## src/rtl/div_sequencer_if.sv

```systemverilog
// Request/response bundle between a DIV issuer and the div_sequencer.
// The issuer uses the master modport; the sequencer uses the slave modport.
interface div_sequencer_if #(
    parameter int WIDTH = 32
);
    logic             start_valid;
    logic             start_ready;
    logic             op_signed;
    logic [WIDTH-1:0] dividend;
    logic [WIDTH-1:0] divisor;
    logic             res_valid;
    logic             res_ready;
    logic [WIDTH-1:0] lo_out;
    logic [WIDTH-1:0] hi_out;
    logic             div_by_zero;

    modport master (
        output start_valid, op_signed, dividend, divisor, res_ready,
        input  start_ready, res_valid, lo_out, hi_out, div_by_zero
    );

    modport slave (
        input  start_valid, op_signed, dividend, divisor, res_ready,
        output start_ready, res_valid, lo_out, hi_out, div_by_zero
    );
endinterface

```

## src/rtl/div_sequencer.sv

```systemverilog
// Multi-cycle wrapper around a combinational unsigned divider: feeds it operand
// magnitudes, waits a fixed settle window, then sign-corrects quotient/remainder.
module div_sequencer #(
    parameter int unsigned SETTLE_CYCLES = 4,
    parameter int unsigned WIDTH         = 32
) (
    input  logic             clk,
    input  logic             reset,
    div_sequencer_if.slave   bus,
    output logic [WIDTH-1:0] div_q,
    output logic [WIDTH-1:0] div_m,
    input  logic [WIDTH-1:0] div_quotient,
    input  logic [WIDTH-1:0] div_remainder
);

    typedef enum logic [1:0] {
        IDLE,
        SETTLE,
        FIX,
        DONE
    } state_t;

    state_t           state, state_next;
    logic [3:0]       counter, counter_next;
    logic             neg_q, neg_q_next;
    logic             neg_r, neg_r_next;
    logic [WIDTH-1:0] div_q_next, div_m_next;
    logic [WIDTH-1:0] lo, lo_next;
    logic [WIDTH-1:0] hi, hi_next;
    logic             dbz, dbz_next;
    logic [WIDTH-1:0] mag_dividend, mag_divisor;

    // Magnitudes are only taken for signed ops; |0x80000000| stays 0x80000000.
    assign mag_dividend = (bus.op_signed && bus.dividend[WIDTH-1]) ? -bus.dividend : bus.dividend;
    assign mag_divisor  = (bus.op_signed && bus.divisor[WIDTH-1])  ? -bus.divisor  : bus.divisor;

    always_ff @(posedge clk) begin
        if (reset) begin
            state   <= IDLE;
            counter <= '0;
            neg_q   <= 1'b0;
            neg_r   <= 1'b0;
            div_q   <= '0;
            div_m   <= '0;
            lo      <= '0;
            hi      <= '0;
            dbz     <= 1'b0;
        end else begin
            state   <= state_next;
            counter <= counter_next;
            neg_q   <= neg_q_next;
            neg_r   <= neg_r_next;
            div_q   <= div_q_next;
            div_m   <= div_m_next;
            lo      <= lo_next;
            hi      <= hi_next;
            dbz     <= dbz_next;
        end
    end

    always_comb begin
        state_next   = state;
        counter_next = counter;
        neg_q_next   = neg_q;
        neg_r_next   = neg_r;
        div_q_next   = div_q;
        div_m_next   = div_m;
        lo_next      = lo;
        hi_next      = hi;
        dbz_next     = dbz;

        case (state)
            IDLE: begin
                if (bus.start_valid) begin
                    div_q_next = mag_dividend;
                    div_m_next = mag_divisor;
                    neg_q_next = bus.op_signed & (bus.dividend[WIDTH-1] ^ bus.divisor[WIDTH-1]);
                    neg_r_next = bus.op_signed & bus.dividend[WIDTH-1];
                    if (bus.divisor == '0) begin
                        // Divide by zero bypasses the divider entirely.
                        lo_next    = '1;
                        hi_next    = bus.dividend;
                        dbz_next   = 1'b1;
                        state_next = DONE;
                    end else begin
                        counter_next = 4'(SETTLE_CYCLES - 1);
                        dbz_next     = 1'b0;
                        state_next   = SETTLE;
                    end
                end
            end
            SETTLE: begin
                if (counter == 4'd0) begin
                    state_next = FIX;
                end else begin
                    counter_next = counter - 4'd1;
                end
            end
            FIX: begin
                lo_next    = neg_q ? -div_quotient  : div_quotient;
                hi_next    = neg_r ? -div_remainder : div_remainder;
                state_next = DONE;
            end
            DONE: begin
                if (bus.res_ready) begin
                    state_next = IDLE;
                end
            end
            default: state_next = IDLE;
        endcase
    end

    assign bus.start_ready = (state == IDLE);
    assign bus.res_valid   = (state == DONE);
    assign bus.lo_out      = lo;
    assign bus.hi_out      = hi;
    assign bus.div_by_zero = dbz;

endmodule
```

## src/flat_wrapper.sv

```systemverilog
// flat-port wrapper written by rule: the top's interface ports become plain ports
module div_sequencer_flat 
#(
    parameter int unsigned SETTLE_CYCLES = 4,
    parameter int unsigned WIDTH         = 32
)
  (clk, reset, div_q, div_m, div_quotient, div_remainder, bus_start_valid, bus_op_signed, bus_dividend, bus_divisor, bus_res_ready, bus_start_ready, bus_res_valid, bus_lo_out, bus_hi_out, bus_div_by_zero);
  div_sequencer_if #(.WIDTH(WIDTH)) bus_i ();
  input  logic clk;
  input  logic reset;
  output logic [WIDTH-1:0] div_q;
  output logic [WIDTH-1:0] div_m;
  input  logic [WIDTH-1:0] div_quotient;
  input  logic [WIDTH-1:0] div_remainder;
  input wire logic [$bits(bus_i.start_valid)-1:0] bus_start_valid;
  input wire logic [$bits(bus_i.op_signed)-1:0] bus_op_signed;
  input wire logic [$bits(bus_i.dividend)-1:0] bus_dividend;
  input wire logic [$bits(bus_i.divisor)-1:0] bus_divisor;
  input wire logic [$bits(bus_i.res_ready)-1:0] bus_res_ready;
  output wire logic [$bits(bus_i.start_ready)-1:0] bus_start_ready;
  output wire logic [$bits(bus_i.res_valid)-1:0] bus_res_valid;
  output wire logic [$bits(bus_i.lo_out)-1:0] bus_lo_out;
  output wire logic [$bits(bus_i.hi_out)-1:0] bus_hi_out;
  output wire logic [$bits(bus_i.div_by_zero)-1:0] bus_div_by_zero;
  assign bus_i.start_valid = bus_start_valid;
  assign bus_i.op_signed = bus_op_signed;
  assign bus_i.dividend = bus_dividend;
  assign bus_i.divisor = bus_divisor;
  assign bus_i.res_ready = bus_res_ready;
  assign bus_start_ready = bus_i.start_ready;
  assign bus_res_valid = bus_i.res_valid;
  assign bus_lo_out = bus_i.lo_out;
  assign bus_hi_out = bus_i.hi_out;
  assign bus_div_by_zero = bus_i.div_by_zero;
  div_sequencer #(.SETTLE_CYCLES(SETTLE_CYCLES), .WIDTH(WIDTH)) u_core (.clk(clk), .reset(reset), .bus(bus_i), .div_q(div_q), .div_m(div_m), .div_quotient(div_quotient), .div_remainder(div_remainder));
endmodule
```

## config.mk

```make
export PLATFORM = sky130hd
export DESIGN_NAME = div_sequencer_flat
export DESIGN_NICKNAME = d
export VERILOG_FILES = /design/src/rtl/div_sequencer_if.sv /design/src/rtl/div_sequencer.sv /design/src/flat_wrapper.sv
export SDC_FILE = /design/constraint.sdc
export NUM_CORES = 1
export LEC_CHECK = 0
export BUFFER_PORTS_ARGS = -buffer_cell sky130_fd_sc_hd__buf_4
export CAP_MARGIN = 20
export CORE_UTILIZATION = 45
export CTS_BUF_LIST = sky130_fd_sc_hd__clkbuf_8
export DETAILED_ROUTE_END_ITERATION = 12
export MAX_ROUTING_LAYER = met4
export PLACE_DENSITY_LB_ADDON = 0.12
export SLEW_MARGIN = 10
export SYNTH_ARGS = -nofsm -noshare
export SYNTH_HDL_FRONTEND = slang
export SYNTH_SLANG_ARGS = --single-unit
```

## constraint.sdc

```tcl
create_clock -name clk -period 2.4 [get_ports clk]
set_clock_uncertainty 0.05 [all_clocks]
set_input_delay 0 -clock clk [delete_from_list [all_inputs] [get_ports clk]]
set_output_delay 0 -clock clk [all_outputs]
set_load 0.05 [all_outputs]
```

Word level (Yosys, flattened, before mapping)
Cells that the tools add are included.
- output and inout port bits: 131
- register bits after elaboration: 137
- word-level logic and storage cells: 57
- bitwise operators: 3
- add/subtract/negate cells: 5
- multiplexer cells: 20
- eq/ne operators: 9
- reductions and logical operators: 11
- operators with widths (operator ; count):
    $mux 32 ; 8
    $neg 32->32 ; 4
    $pmux 32 s2 ; 2
    $logic_not 32->1 ; 1
    $mux 4 ; 3
    $mux 2 ; 4
    $ne 2x2->1 const B ; 4
    $pmux 2 s4 ; 1
    $pmux 4 s2 ; 1
    $reduce_and 3->1 ; 2
    $eq 2x2->1 const B ; 2
    $logic_not 4->1 ; 1
    $ne 2x1->1 const B ; 2
    $reduce_and 4->1 ; 1
    $reduce_bool 2->1 ; 2
    $sub 4x1->4 const B ; 1
    $and 1x1->1 ; 2
    $eq 2x1->1 const B ; 1
    $logic_and 1x1->1 ; 2
    $logic_not 2->1 ; 1
    $reduce_and 2->1 ; 1
    $mux 1 ; 1
    $xor 1x1->1 ; 1

Logic depth before layout (Yosys ltp)
- word-level depth: 4
- depth in mapped cells: 9
- gate-level depth less buffers: 8

Worst setup path before layout
Ideal clock, no wire load.
- path kind: reg2reg
- from: register u_core.state[0]
- to: register u_core.neg_q
- setup time: 0.070 ns
- clock period less this slack: 2.469 ns
- stages on the path, launching flop included: 10
- required time: 2.280 ns
- setup slack: -0.069 ns
- data arrival time: 2.349 ns
- buffers on the path: 4
- path through: dfxtp_1 inv_1 ha_1 clkbuf_1 and2_1 clkbuf_1 buf_1 clkbuf_1 nand3_1 a21oi_1
- longest elaborated chain between the ends: 2
- ends and longest elaborated chain (what ; line ; source):
    start: declaration ; div_sequencer.sv:23 ; state_t state, state_next;
    start signal: assignment ; div_sequencer.sv:49 ; state <= state_next;
    $logic_not 2->1 ; -- ;
    named net bus_start_ready ; flat_wrapper.sv:20 ; output wire logic [$bits(bus_i.start_ready)-1:0] bus_start_ready;
    $reduce_and 2->1 (no line) ; -- ;
    end signal: assignment ; div_sequencer.sv:51 ; neg_q <= neg_q_next;
    end: declaration ; div_sequencer.sv:25 ; logic neg_q, neg_q_next;
The timed path passes the listed nets, and every way through them passes these cells.
A chain may end at the register's enable or synchronous reset.

Final worst setup path
- from: input port div_quotient[21]
- to: register u_core.lo[29], in the netlist u_core.bus.lo_out[29]
- longest elaborated chain between the ends: 3
- ends and longest elaborated chain (what ; line ; source):
    start: declaration ; flat_wrapper.sv:13 ; input logic [WIDTH-1:0] div_quotient;
    $neg 32->32 ; div_sequencer.sv:100 ; lo_next = neg_q ? -div_quotient : div_quotient;
    $mux 32 ; div_sequencer.sv:100 ;
    $pmux 32 s2 ; div_sequencer.sv:72 ; case (state)
    end signal: assignment ; div_sequencer.sv:55 ; lo <= lo_next;
    end: declaration ; div_sequencer.sv:28 ; logic [WIDTH-1:0] lo, lo_next;
No other way between the ends.

==> impl_summary.log <==
[metrics] via count of the first global-routing pass: around 8.1k
[metrics] Bufs on Longest Clock Path: 2
[metrics] classification of the worst-slack hold path: in -> reg
[metrics] switching power summed over all nets: around 4400 µW
[metrics] number of vias per cell after detailed routing: about 5.5
[metrics] final weighted congestion in routability-driven placement: 0.919
[metrics] cells after synthesis: between 900 and 1k
[metrics] synthesized flop and latch total: approximately 140
[metrics] Int Power: 5350 µW
[metrics] nature of the critical path endpoint: flip-flop
[metrics] DP HPWL: around 18 mm
[metrics] clock network power share: 0.190
[metrics] CTS Buf Count: 17
[metrics] Die Span X: ~130 µm
[metrics] antenna violations before repair: 0
[metrics] clock transition at the registers of the reported paths: 80 ps
[metrics] starting density of the core: 0.463
[metrics] cells traversed along the worst timing path: dlygate4sd3_1 > buf_4 > or3_1 > or4_4 > o41ai_2 > xor2_1 > dlygate4sd3_1 > a21oi_1
[metrics] final period utilization: 0.995
[metrics] MaxCap Viol Count: 0
[metrics] via count of the routed design: roughly 8.7k
[metrics] number of clock sinks: 137
[metrics] final sum of negative setup slack: 0 ps
[metrics] antenna diode count: 0
[metrics] slowest cell on the critical path: sky130_fd_sc_hd__dlygate4sd3_1
[metrics] 1st-pass router iterations: 6
[metrics] CORE AREA: 16,700 µm²
[metrics] placed inst area: about 10000 µm²
[metrics] Worst path most repeated cell: sky130_fd_sc_hd__dlygate4sd3_1
[metrics] library cell occupying the most area in the post-synthesis netlist: sky130_fd_sc_hd__dfxtp_1
[metrics] gr ovfl total: 0
[metrics] most frequent cells in the layout: sky130_fd_sc_hd__buf_4, sky130_fd_sc_hd__dlygate4sd3_1, sky130_fd_sc_hd__dfxtp_1
[metrics] pin count of the biggest net entering global routing: 62
[metrics] sequential area share after synthesis: 0.355
[metrics] count of pins over their slew limit: 0
[metrics] final net count: around 1.5k
[metrics] VDD IR-drop max: 629 µV
[metrics] power density of the placed cells: 820 nW/µm²
[metrics] most frequent standard cell in the layout excluding fill and tap cells: sky130_fd_sc_hd__buf_4
[metrics] antenna-violating nets left: 0
[metrics] run status: finished clean
[metrics] CP peak stage delay: 580 ps
[metrics] required time of the critical path: ~2700 ps
[metrics] overall global routing resource usage: 0.302
[metrics] maximum fanout encountered on the critical timing path: 5
[metrics] number of I/O pins: approximately 260
[metrics] class of the most critical setup path: in -> reg
[metrics] Synth Flop Type: sky130_fd_sc_hd__dfxtp_1
[metrics] Port Buffers: between 200 and 300
[metrics] clock network latency to the later pin of the worst-skew pair: about 450 ps
[metrics] mean post-synth cell area: approximately 8 µm²
[metrics] global-route wire length before repair: 41.3 mm
[metrics] worst slew slack as a fraction of its limit: 0.312
[metrics] cell area after synthesis: about 7700 µm²
[metrics] fraction of final layout cells sized beyond drive strength 1: 0.264
[metrics] area fraction of the dominant cell type after synthesis: 0.355
[metrics] proportion of power drawn by flip-flops and latches: 0.314
[metrics] total nets after synthesis: approximately 1.1k
[metrics] switching part of the total: 0.454
[metrics] number of core rows: between 40 and 50
[metrics] Worst Max-Slew Pin Slew: about 1000 ps
[metrics] signed area change from the synthesized netlist to the final layout: 54.6%
[metrics] total wirelength of the detailed-routed design: 26.5 mm
[metrics] share of async-settable or async-resettable flops after synthesis: 0
[metrics] deepest level of the CTS H-tree: 4
[metrics] count of yosys warnings during synthesis: 0
[metrics] Worst setup SP type: input pin
[metrics] Final Critical Period: 2390 ps
[metrics] top cells by area, synth: sky130_fd_sc_hd__dfxtp_1, sky130_fd_sc_hd__xor2_1, sky130_fd_sc_hd__a21oi_1
[metrics] area of the die: about 18,000 µm²
[metrics] Iter 0 DRT Violations: 436
[metrics] root buffer cell: sky130_fd_sc_hd__clkbuf_8
[metrics] data arrival time of the critical path: between 2000 and 3000 ps
[metrics] part of the power in combinational logic: 0.496
[metrics] final number of setup-violating endpoints: 0
[metrics] Final Hold Vio Count: 0
[metrics] LEAKAGE: ~0.0048 µW
[metrics] synth unique cells: between 50 and 60
[metrics] die height: approximately 130 µm
[metrics] number of enable-type register cells in the synthesized netlist: 0
[metrics] post-route cell area: 11,900 µm²
[metrics] wire length per cell after detailed routing: 16.7 µm
[metrics] TritonCTS clock tree: done
[metrics] post-route DRC violation count: 0
[metrics] highest attainable clock frequency: between 0.4 and 0.5 GHz
-- through the flow --
stage / std cells / total power (µW) / hold slack (ps) / utilization / setup slack, ps
floorplan: 968 / 6180 / 61.8 / - / 68.0
global placement: 1416 / 7640 / 216 / 0.598 / 9.95
detailed placement: 1416 / 7680 / 230 / 0.598 / -25.9
CTS: 1592 / 9760 / 0.684 / 0.708 / 9.25
global route: 1593 / 10300 / 23.9 / 0.715 / -20.2
finish: 1593 / 9790 / 6.16 / 0.715 / 11.1
-- critical path: cells and delay by family --
kind | cells | cell delay [ps]
AO/OA/AOI/OAI | 2 | 340
XOR/XNOR | 1 | 190
buffers and inverters | 3 | 1270
AND/OR/NAND/NOR | 2 | 860
-- power groups by stage --
stage | sequential [µW] | clock (µW) | combinational (µW)
3_5_place_dp | 3110 | 0 | 4570
5_1_grt | 3130 | 1990 | 5160
2_1_floorplan | 4680 | 0 | 1500
6_report | 3080 | 1860 | 4860
4_1_cts | 3070 | 1880 | 4810
3_3_place_gp | 3110 | 0 | 4530
-- logic make-up after synthesis --
group	synth area share
multiplexers	0.00777
adder cells (fa/ha/maj)	0.0178
AO/OA/AOI/OAI	0.267
XOR/XNOR	0.130
AND/OR/NAND/NOR	0.176
buffers and inverters	0.0462
flip-flops	0.355
-- cells in the mapped netlist (all sizes together), types with 2 or more instances --
cell	instances
and2	3
nor3	17
a211oi	31
xnor2	33
or2	2
xor2	82
nand3	8
or3b	2
nand4	8
nor2b	3
a31oi	9
nor3b	4
buf	13
ha	11
nand2b	8
dfxtp	137
nand2	91
o211ai	13
o41ai	24
or4b	2
nor4	15
a21boi	2
a21oi	99
or3	13
nor2	81
mux2i	6
inv	24
a21o	2
o31ai	28
and3	2
a311oi	9
a211o	15
or4	18
o21ai	91
clkbuf	54
-- path summary, 6_finish.rpt --
path / startpoint / to / slack [ps] / cells past startpoint
max: div_quotient[21] / u_core.bus.lo_out[29]$_SDFFE_PP0P_ / 10 / 8
min: div_remainder[26] / u_core.bus.hi_out[26]$_SDFFE_PP0P_ / 6 / 4
max reg2reg: u_core.state[0]$_SDFFE_PP0P_ / u_core.div_q[8]$_SDFFE_PP0P_ / 160 / 7
min reg2reg: u_core.bus.hi_out[16]$_SDFFE_PP0P_ / u_core.bus.hi_out[16]$_SDFFE_PP0P_ / 410 / 2
-- per-layer routing --
layer,up-vias,part of all wire,track usage
met2,330,0.48,0.492
met5,-,0,-
met3,47,0.065,0.0586
met1,4021,0.44,0.373
li1,4289,-,-
met4,0,0.022,0.100
-- registers in the layout, summed over array words and instances, names as in the netlist --
name,cells
u_core.neg_q,1
u_core.bus.lo_out,32
u_core.div_m,32
u_core.neg_r,1
u_core.div_q,32
u_core.state,2
u_core.bus.hi_out,32
u_core.counter,4
u_core.bus.div_by_zero,1
-- final cells by class --
| class | count | area (µm²) |
|---|---|---|
| Sequential cell | 137 | 2750 |
| Clock inverter | 11 | 96.3 |
| Inverter | 24 | 90.1 |
| Tap cell | 220 | 275 |
| Timing Repair Buffer | 440 | 3700 |
| Clock buffer | 21 | 289 |
| Fill cell | 1343 | 4760 |
| Multi-Input combinational cell | 740 | 4740 |
-- what timing repair did --
action / in CTS / in global routing
setup endpoints to repair: 0 / 72
endpoints found under the hold margin: 134 / 0
gates resized for setup: 0 / 24
setup buffers: 0 / 1
hold buffers: 144 / 0
Note: power is estimated with default switching activity, not from simulation.
